[src/rtl/ntt_sdf_sequencer.sv]
// Frame sequencer for a radix-2 SDF NTT pipeline: one global timer drives
// per-stage butterfly select and twiddle addresses, plus output valid/index.
module ntt_sdf_sequencer #(
    parameter int unsigned N         = 8,
    parameter int unsigned STAGE_LAT = 1
) (
    input  logic                              clk,
    input  logic                              rst,
    input  logic                              start_i,
    input  logic                              in_valid_i,
    output logic                              in_ready_o,
    output logic                              pipe_en_o,
    output logic [$clog2(N)-1:0]              bf_sel_o,
    output logic [$clog2(N)*$clog2(N/2)-1:0]  tw_addr_o,
    output logic                              out_valid_o,
    output logic [$clog2(N)-1:0]              out_index_o,
    output logic                              busy_o,
    output logic                              done_o
);

    localparam int unsigned STAGES  = $clog2(N);
    localparam int unsigned AW      = $clog2(N / 2);
    localparam int unsigned L_TOTAL = N - 1 + STAGES * STAGE_LAT;
    localparam int unsigned TW      = $clog2(L_TOTAL + N);
    localparam int unsigned IW      = $clog2(N);

    // Cycle at which stage s sees its first sample: upstream FIFO depths plus multiplier latencies.
    function automatic int unsigned stage_off(input int unsigned s);
        int unsigned o;
        o = 0;
        for (int unsigned k = 0; k < s; k++) begin
            o = o + (N >> (k + 1)) + STAGE_LAT;
        end
        return o;
    endfunction

    typedef enum logic [1:0] {
        IDLE  = 2'd0,
        LOAD  = 2'd1,
        DRAIN = 2'd2,
        DONE  = 2'd3
    } state_t;

    state_t        state_q;
    logic [TW-1:0] t_q;

    // Timer only advances on pipeline-enabled cycles, so input gaps freeze every control output.
    always_ff @(posedge clk) begin
        if (rst) begin
            state_q <= IDLE;
            t_q     <= '0;
        end else begin
            case (state_q)
                IDLE: begin
                    if (start_i) begin
                        state_q <= LOAD;
                        t_q     <= '0;
                    end
                end
                LOAD: begin
                    if (in_valid_i) begin
                        t_q <= t_q + TW'(1);
                        if (t_q == TW'(N - 1)) begin
                            state_q <= DRAIN;
                        end
                    end
                end
                DRAIN: begin
                    t_q <= t_q + TW'(1);
                    if (t_q == TW'(L_TOTAL + N - 1)) begin
                        state_q <= DONE;
                    end
                end
                DONE: begin
                    state_q <= IDLE;
                    t_q     <= '0;
                end
                default: begin
                    state_q <= IDLE;
                    t_q     <= '0;
                end
            endcase
        end
    end

    logic running;
    assign running    = (state_q == LOAD) || (state_q == DRAIN);
    assign in_ready_o = (state_q == LOAD);
    assign pipe_en_o  = ((state_q == LOAD) && in_valid_i) || (state_q == DRAIN);
    assign busy_o     = (state_q != IDLE);
    assign done_o     = (state_q == DONE);

    for (genvar s = 0; s < STAGES; s++) begin : g_stage
        localparam int unsigned OFF = stage_off(s);
        localparam int unsigned D   = N >> (s + 1);
        localparam int unsigned DB  = $clog2(D);

        logic [TW-1:0] c;
        logic          act;
        logic          bf;

        assign c   = t_q - TW'(OFF);
        assign act = running && (t_q >= TW'(OFF)) && (c < TW'(N));
        assign bf  = act && c[DB];
        assign bf_sel_o[s] = bf;

        // (c mod D) << s is exactly DB+s == AW bits wide.
        if (DB > 0) begin : g_tw
            logic [AW-1:0] addr;
            if (s > 0) begin : g_shift
                assign addr = {c[DB-1:0], {s{1'b0}}};
            end else begin : g_noshift
                assign addr = c[DB-1:0];
            end
            assign tw_addr_o[s*AW +: AW] = bf ? addr : '0;
        end else begin : g_tw_zero
            assign tw_addr_o[s*AW +: AW] = '0;
        end
    end

    logic [TW-1:0] oi;
    assign oi          = t_q - TW'(L_TOTAL);
    assign out_valid_o = pipe_en_o && (t_q >= TW'(L_TOTAL)) && (oi < TW'(N));
    assign out_index_o = out_valid_o ? IW'(oi) : '0;

endmodule

[config.mk]
export PLATFORM = sky130hd
export DESIGN_NAME = ntt_sdf_sequencer
export DESIGN_NICKNAME = d
export VERILOG_FILES = /design/src/rtl/ntt_sdf_sequencer.sv
export SDC_FILE = /design/constraint.sdc
export NUM_CORES = 1
export LEC_CHECK = 0
export CAP_MARGIN = 30
export CORE_MARGIN = 1.5
export CORE_UTILIZATION = 42
export CTS_BUF_LIST = sky130_fd_sc_hd__clkbuf_16
export DETAILED_ROUTE_END_ITERATION = 7
export HOLD_SLACK_MARGIN = 0.12
export PLACE_DENSITY = 0.74
export SKIP_LAST_GASP = 1
export SLEW_MARGIN = 20
export SYNTH_ARGS = -nofsm -noshare
export SYNTH_HDL_FRONTEND = slang
export SYNTH_SLANG_ARGS = --single-unit
export TNS_END_PERCENT = 100
[constraint.sdc]
create_clock -name clk -period 1.8 [get_ports clk]
set_clock_uncertainty 0.15 [all_clocks]
set_input_delay 0.27 -clock clk [delete_from_list [all_inputs] [get_ports clk]]
set_output_delay 0.27 -clock clk [all_outputs]
set_load 0.005 [all_outputs]
==> results of run 1 <==
==> sequential cells by signal, indices dropped and copies added, names as in the netlist <==
register  cells
state_q       2
t_q           5
==> placed cells by master (no fill, tap or decap), types with 2 or more instances in the layout <==
cell,netlist,routed
ha_2,0,3
o21ai_0,4,2
buf_6,0,15
inv_4,0,3
buf_4,6,30
nand3b_1,2,2
nor2b_4,2,3
a21oi_1,10,4
clkdlybuf4s50_1,0,4
conb_1,1,3
o21ai_2,0,2
nor2_1,4,3
a21oi_2,0,5
nand3_1,3,2
or3_4,0,2
buf_2,2,7
ha_1,11,3
and2_1,4,3
inv_2,0,3
inv_1,9,4
dfxtp_2,0,4
dfxtp_4,0,2
nand4bb_1,2,2
a211oi_2,0,3
ha_4,0,5
clkbuf_16,0,3
nand2_1,6,4
==> power breakdown <==
part	total (mW)	leakage, nW	switching, mW	internal (mW)
combinational	1.23	0.584	0.580	0.645
clock	0.373	0.0423	0.0846	0.289
sequential	0.224	0.0601	0.0310	0.193
total	1.82	0.687	0.696	1.13
==> layer usage <==
| metal | vias up | wire length, um | global-route usage |
|---|---|---|---|
| met4 | 0 | 107 | 0.1882 |
| met2 | 47 | 1437 | 0.4314 |
| met5 | - | 0 | 0 |
| li1 | 431 | - | - |
| met1 | 448 | 1243 | 0.3090 |
| met3 | 12 | 174 | 0.04800 |
==> cell families (layout without fill, tap and decap cells) <==
group	count (synthesis)	count (layout)	share of synthesized area
buffers and inverters	20	72	0.1361
other	1	3	0.005037
adder cells (fa/ha/maj)	11	11	0.1849
flip-flops	7	7	0.1882
XOR/XNOR	2	2	0.02353
AND/OR/NAND/NOR	37	37	0.3143
AO/OA/AOI/OAI	19	19	0.1479
==> path summary, 6_finish.rpt <==
kind / endpoint / slack (ns) / depth (start not counted)
worst max-delay path: tw_addr_o[3] / -0.35 / 7
worst max register to register: t_q[4] / -0.34 / 9
worst min register to register: state_q[0] / 0.46 / 3
worst min-delay path: state_q[0] / 0.46 / 3
==> what timing repair did <==
item / in CTS / in global routing
endpoints found under the setup margin: 18 / 19
pin swaps: 15 / 13
buffers inserted: 13 / 2
resized for setup: 69 / 37
==> worst max-delay path: stages (launching register included) <==
cell,delay [ns]
dfxtp_4,0.36
inv_4,0.05
ha_4,0.16
nor2b_2,0.13
xnor2_1,0.08
or3_4,0.34
a211oi_2,0.22
buf_2,0.15
==> cell type report <==
type	instances	area [um^2]
clock buffer	3	75.07
clock inverter	1	3.754
fill	88	197.7
inverter	9	41.29
multi-input combinational	72	696.9
sequential	7	152.6
tap	17	21.27
timing repair buffer	59	500.5
==> cells in the mapped netlist (all sizes together) <==
cell / instances
nor2b: 5
nand4bb: 2
or3: 2
buf: 8
nand3: 3
xor2: 1
dfxtp: 7
xnor2: 1
ha: 11
a21oi: 10
or2: 1
a31o: 1
or4: 2
and2: 4
clkbuf: 3
conb: 1
nand2b: 1
nor2: 4
a221oi: 1
o21ai: 4
nand3b: 2
nand2: 6
a211oi: 3
inv: 9
nor3: 1
nor4: 2
nand4: 1
and4: 1
==> stage by stage <==
step / setup TNS (ns) / worst slack [ns] / util / hold slack, ns
floorplan: -0.06638 / -0.03619 / - / 0.1817
global route: -3.206 / -0.3743 / 0.8830 / 0.4643
detailed placement: -3.983 / -0.4773 / 0.6652 / 0.4161
finish: -2.625 / -0.3513 / 0.8830 / 0.4630
global placement: -3.373 / -0.4078 / 0.6652 / 0.4058
CTS: -2.233 / -0.2937 / 0.7970 / 0.4333
==> summary.txt, run 1 <==
Outcome
  – Status: complete, but fails checks
  – Failing checks: setup timing

Clock tree
  – H-Tree Depth: 1
  – Total CTS buffers: 3
  – TritonCTS clock tree: built
  – Clk buf depth: 2
  – Clock transition at path regs: ~0.04 ns
  – Clock Latency Late Sink: 0.23 ns
  – Clk sinks: 7
  – Cts hold-fix bufs: 0
  – Root Buffer: clkbuf_16

Placed design
  – Area after DPL: ~1100 um^2
  – Placed Cells: 150
  – Routability cong.: between 0.7 and 0.8
  – IO buf count: 17
  – Post-DP HPWL: approximately 1400 um

Timing
  – Min cycle time layout: roughly 2.2 ns
  – Post-route clock period utilization: 1.195
  – Slack of the critical path: -0.3513 ns
  – Unrepaired setup endpoints after global routing: true
  – Fmax: 0.4648 GHz
  – Final slew viol count: 0
  – Final Hold Fails: 0
  – Setup Viol. Count Final: 12

GRT
  – Grt total ovfl: 0
  – Global-route wire length before repair: around 4000 um
  – Initial antenna violation count: 0
  – Largest net degree at the start of global routing: 12
  – Total track usage: 0.2648
  – Vias in the first global route: approximately 900

Setup path
  – CP startpoint: t_q[1]
  – Crit Path Class: flop to primary output
  – Reg2Reg Launch Point: t_q[1]
  – CP endpoint kind: primary output
  – WP data arrival: 1.73 ns
  – CP required: around 1.4 ns
  – Crit path max fanout: 3
  – Setup crit start kind: flop

Floorplan
  – Die X: between 40 and 50 um
  – Die Span Y: between 40 and 50 um
  – Rows: 15
  – Core Footprint: 1689 um^2
  – Initial Utilization: 0.4407
  – DIE AREA: 2034 um^2
  – IO Pins: 21

Routing
  – Vias: between 900 and 1000
  – Drt pass-1 iters: 4
  – Wire per inst: between 15 and 20 um
  – Post-route DRC violation count: 0
  – Initial DRC Count: 27
  – Antenna-violating nets left: 0
  – Post-DR vias/cell: 5.583
  – Total Wirelength: slightly below 3000 um

Logic synthesis
  – Post-synth cell types: 31
  – Syn avg cell area: 7.675 um^2
  – Top-area cell type share of the netlist area: 0.1882
  – Number of synthesized register bits: 7
  – Synthesis Warnings: 0
  – Seq/Total Area, Yosys: 0.1882
  – Synthesized cell area: 744.5 um^2
  – Synth area leader: dfxtp_1
  – Cells after synthesis: 97
  – Area contributors post-synth: dfxtp_1 19%, ha_1 18%, a21oi_1 6.7%, buf_4 6.1%, inv_1 4.5%

Power and ir drop
  – Pleak: about 0.7 nW
  – Total power: 1.823 mW
  – Maximum vdd drop: between 0.001 and 0.0015 V
  – Power Density: ~1200 nW/um^2

Cells and area
  – Layout area overhead: 100.3%
  – Ant. Diodes: 0
  – Fin area: 1491 um^2
  – Final Non-Filler Cells: approximately 170
  – Share of cells above drive strength 1: 0.6821
  – Final #Nets: 167

Min path
  – Hold Crit Class: flop to flop
  – Min-Delay Startpoint: state_q[0]

Job
  – Max cap viols: 0
(Power assumes the default switching activity.)
==> inputs of run 2 (changes only) <==
- CTS_CLUSTER_DIAMETER: not set -> 120
==> results of run 2 <==
Final layout, timing and power as in run 1 (identical DEF).
==> inputs of run 3 (changes only) <==
- CTS_CLUSTER_DIAMETER: 120 -> 50
- SLEW_MARGIN: 20 -> not set
==> results of run 3 <==
Final layout, timing and power as in run 1 (identical DEF).
==> RTL edit, RTL diff (flow settings as in run 1) <==
Re-encode `state_t` (4 states) as one-hot, 4 bits wide.
--- a/src/rtl/ntt_sdf_sequencer.sv
+++ b/src/rtl/ntt_sdf_sequencer.sv
@@ -34,11 +34,11 @@
         return o;
     endfunction
 
-    typedef enum logic [1:0] {
-        IDLE  = 2'd0,
-        LOAD  = 2'd1,
-        DRAIN = 2'd2,
-        DONE  = 2'd3
+    typedef enum logic [3:0] {
+        IDLE  = 4'b0001,
+        LOAD  = 4'b0010,
+        DRAIN = 4'b0100,
+        DONE  = 4'b1000
     } state_t;
 
     state_t        state_q;
Check against the original RTL: same outputs for any inputs over 10 cycles, from zero or initial values and one cycle with rst high; not proved beyond that.
==> RTL edit against run 1 <==
The flow still finishes with violations (setup timing). Design area rose by 5.4%. Setup slack improved by 0.028 ns. Critical path depth did not move. Sequential cell count increased by 2. Area after synthesis up 8.6%. Routed wire length increased by 19%. First-iteration DRC count up 70%. Core utilization is 0.78 points higher. Critical endpoint unchanged.
Power is not compared: it rests on default switching activity, and its combinational part moved more than twofold at a synthesized area within 25%.
==> RTL edit: results (changes against run 1) <==
| Metric | Value |
|---|---|
| Crit path max-delay family | `buffers and inverters` |
| Fin Setup TNS | `-1.638 ns (+0.9875 ns)` |
| Final worst slack | `-0.3232 ns (+0.02804 ns)` |
| Outcome | `finished with violations` |
| Failing checks | `setup timing` |
| First-pass GRT wire length | `4.340 mm (+10%)` |
| Worst r2r dst | `state_q[3]` |
| Peak fanout along the critical path | `5 (+2)` |
| Largest registers | `t_q (5), state_q (4)` |
| GRT Overall Usage | `29.91% (+3.4 points)` |
| Post-Syn Instances | `110 (+13%)` |
| Via/cell ratio | `5.623 (+0.71%)` |
| Wire per inst | `18.52 um (+5.0%)` |
| Routability congestion estimate | `0.9138 (+18%)` |
| Filler cells | `85 (-3.4%)` |
| Met3 Usage GRT | `6.154% (+1.4 points)` |
| Largest net degree at the start of global routing | `13 (+1)` |
| Share of cells above drive strength 1 | `56.63% (-12 points)` |
| Synth cell types | `36 (+16%)` |
| Post-DP HPWL | `1.610 mm (+12%)` |
| Synth cell count leaders | `12 x nor2_1, 9 x dfxtp_1, 8 x inv_1, 8 x nand2_1` |
| Net count, final | `177 (+6.0%)` |
| Vias in the first global route | `947 (+4.4%)` |
| Iteration-0 DRC Markers | `46 (+70%)` |
| Setup violators final | `9 (-3)` |
| Worst Hold Class | `input pin to register` |
| R2R cell count | `4 (-5)` |
| Routed Wire Length | `3.537 mm (+19%)` |
| Placed cells | `167 (+11%)` |
| Top cells by area, synth | `dfxtp_1 22%, ha_1 9.3%, buf_4 5.6%` |
| Register area share after synthesis | `22.29% (+3.5 points)` |
| M1 GR Usage | `30.56% (-0.34 points)` |
==> RTL edit: changes by cell type after synthesis, sizes merged, moves of 3 or more <==
cell	run 1	this run
a21boi	0	3
a21oi	10	4
ha	11	6
nor2	4	12
nor3b	0	4
o21ai	4	7
==> RTL edit: worst min path at each step <==
stage	from	to	slack, ns	depth (start not counted)
after CTS	state_q[3]	state_q[1]	0.46	2
after global placement	state_q[3]	state_q[1]	0.43	2
after global routing	in_valid_i	state_q[1]	0.46	4
after detailed placement	state_q[3]	state_q[1]	0.44	2
final	in_valid_i	state_q[1]	0.42	4
after floorplan	rst	t_q[0]	0.19	1
==> RTL edit: what timing repair did <==
action	in CTS	in global routing
gates resized for setup	88	19
setup buffers	13	7
pin swaps	13	8
gates cloned	1	0
hold buffers	0	0
endpoints found under the setup margin	14	17
==> RTL edit: logic make-up (layout without fill, tap and decap cells) <==
| kind of cell | count (synthesis) | count (layout) | synth area share (%) |
|---|---|---|---|
| AND/OR/NAND/NOR | 47 | 47 | 32.04 |
| AO/OA/AOI/OAI | 25 | 25 | 21.67 |
| buffers and inverters | 21 | 75 | 13.00 |
| flip-flops | 9 | 9 | 22.29 |
| adder cells (fa/ha/maj) | 6 | 6 | 9.288 |
| other | 1 | 3 | 0.4640 |
| multiplexers | 1 | 1 | 1.238 |
==> RTL edit: metrics by stage <==
stage / instance area (um^2) / util, % / worst slack (ns)
2_1_floorplan: 827.0 / - / 0.002828
5_1_grt: 1572 / 89.08 / -0.3389
3_3_place_gp: 1137 / 64.47 / -0.4194
3_5_place_dp: 1137 / 64.47 / -0.4442
4_1_cts: 1485 / 84.18 / -0.2233
6_report: 1572 / 89.08 / -0.3232
==> RTL edit: final cells by class <==
class,instances,area share [%]
Clock inverter,1,0.2389
Timing Repair Buffer,63,34.47
Sequential cell,9,12.50
Inverter,8,2.070
Clock buffer,3,4.777
Multi-Input combinational cell,82,43.95
Tap cell,25,1.990
==> RTL edit: report_power, final <==
group	switching, mW	leakage [nW]	total (mW)	internal, mW
Clock	0.111	0.0423	0.403	0.291
Combinational	0.0497	0.589	0.106	0.0567
Sequential	0.00442	0.0757	0.204	0.200
==> RTL edit: tightest hold or removal path, cell delays in order <==
cell and delay, ns:
dlymetal6s2s_1 0.16, a31oi_1 0.13, a21oi_1 0.15, nor4_1 0.06
==> RTL edit: layer usage <==
metal | vias to the layer above | wire [um]
met5 | - | 0
met4 | 0 | 190
met3 | 22 | 205
met2 | 63 | 1819
met1 | 505 | 1323
li1 | 484 | -
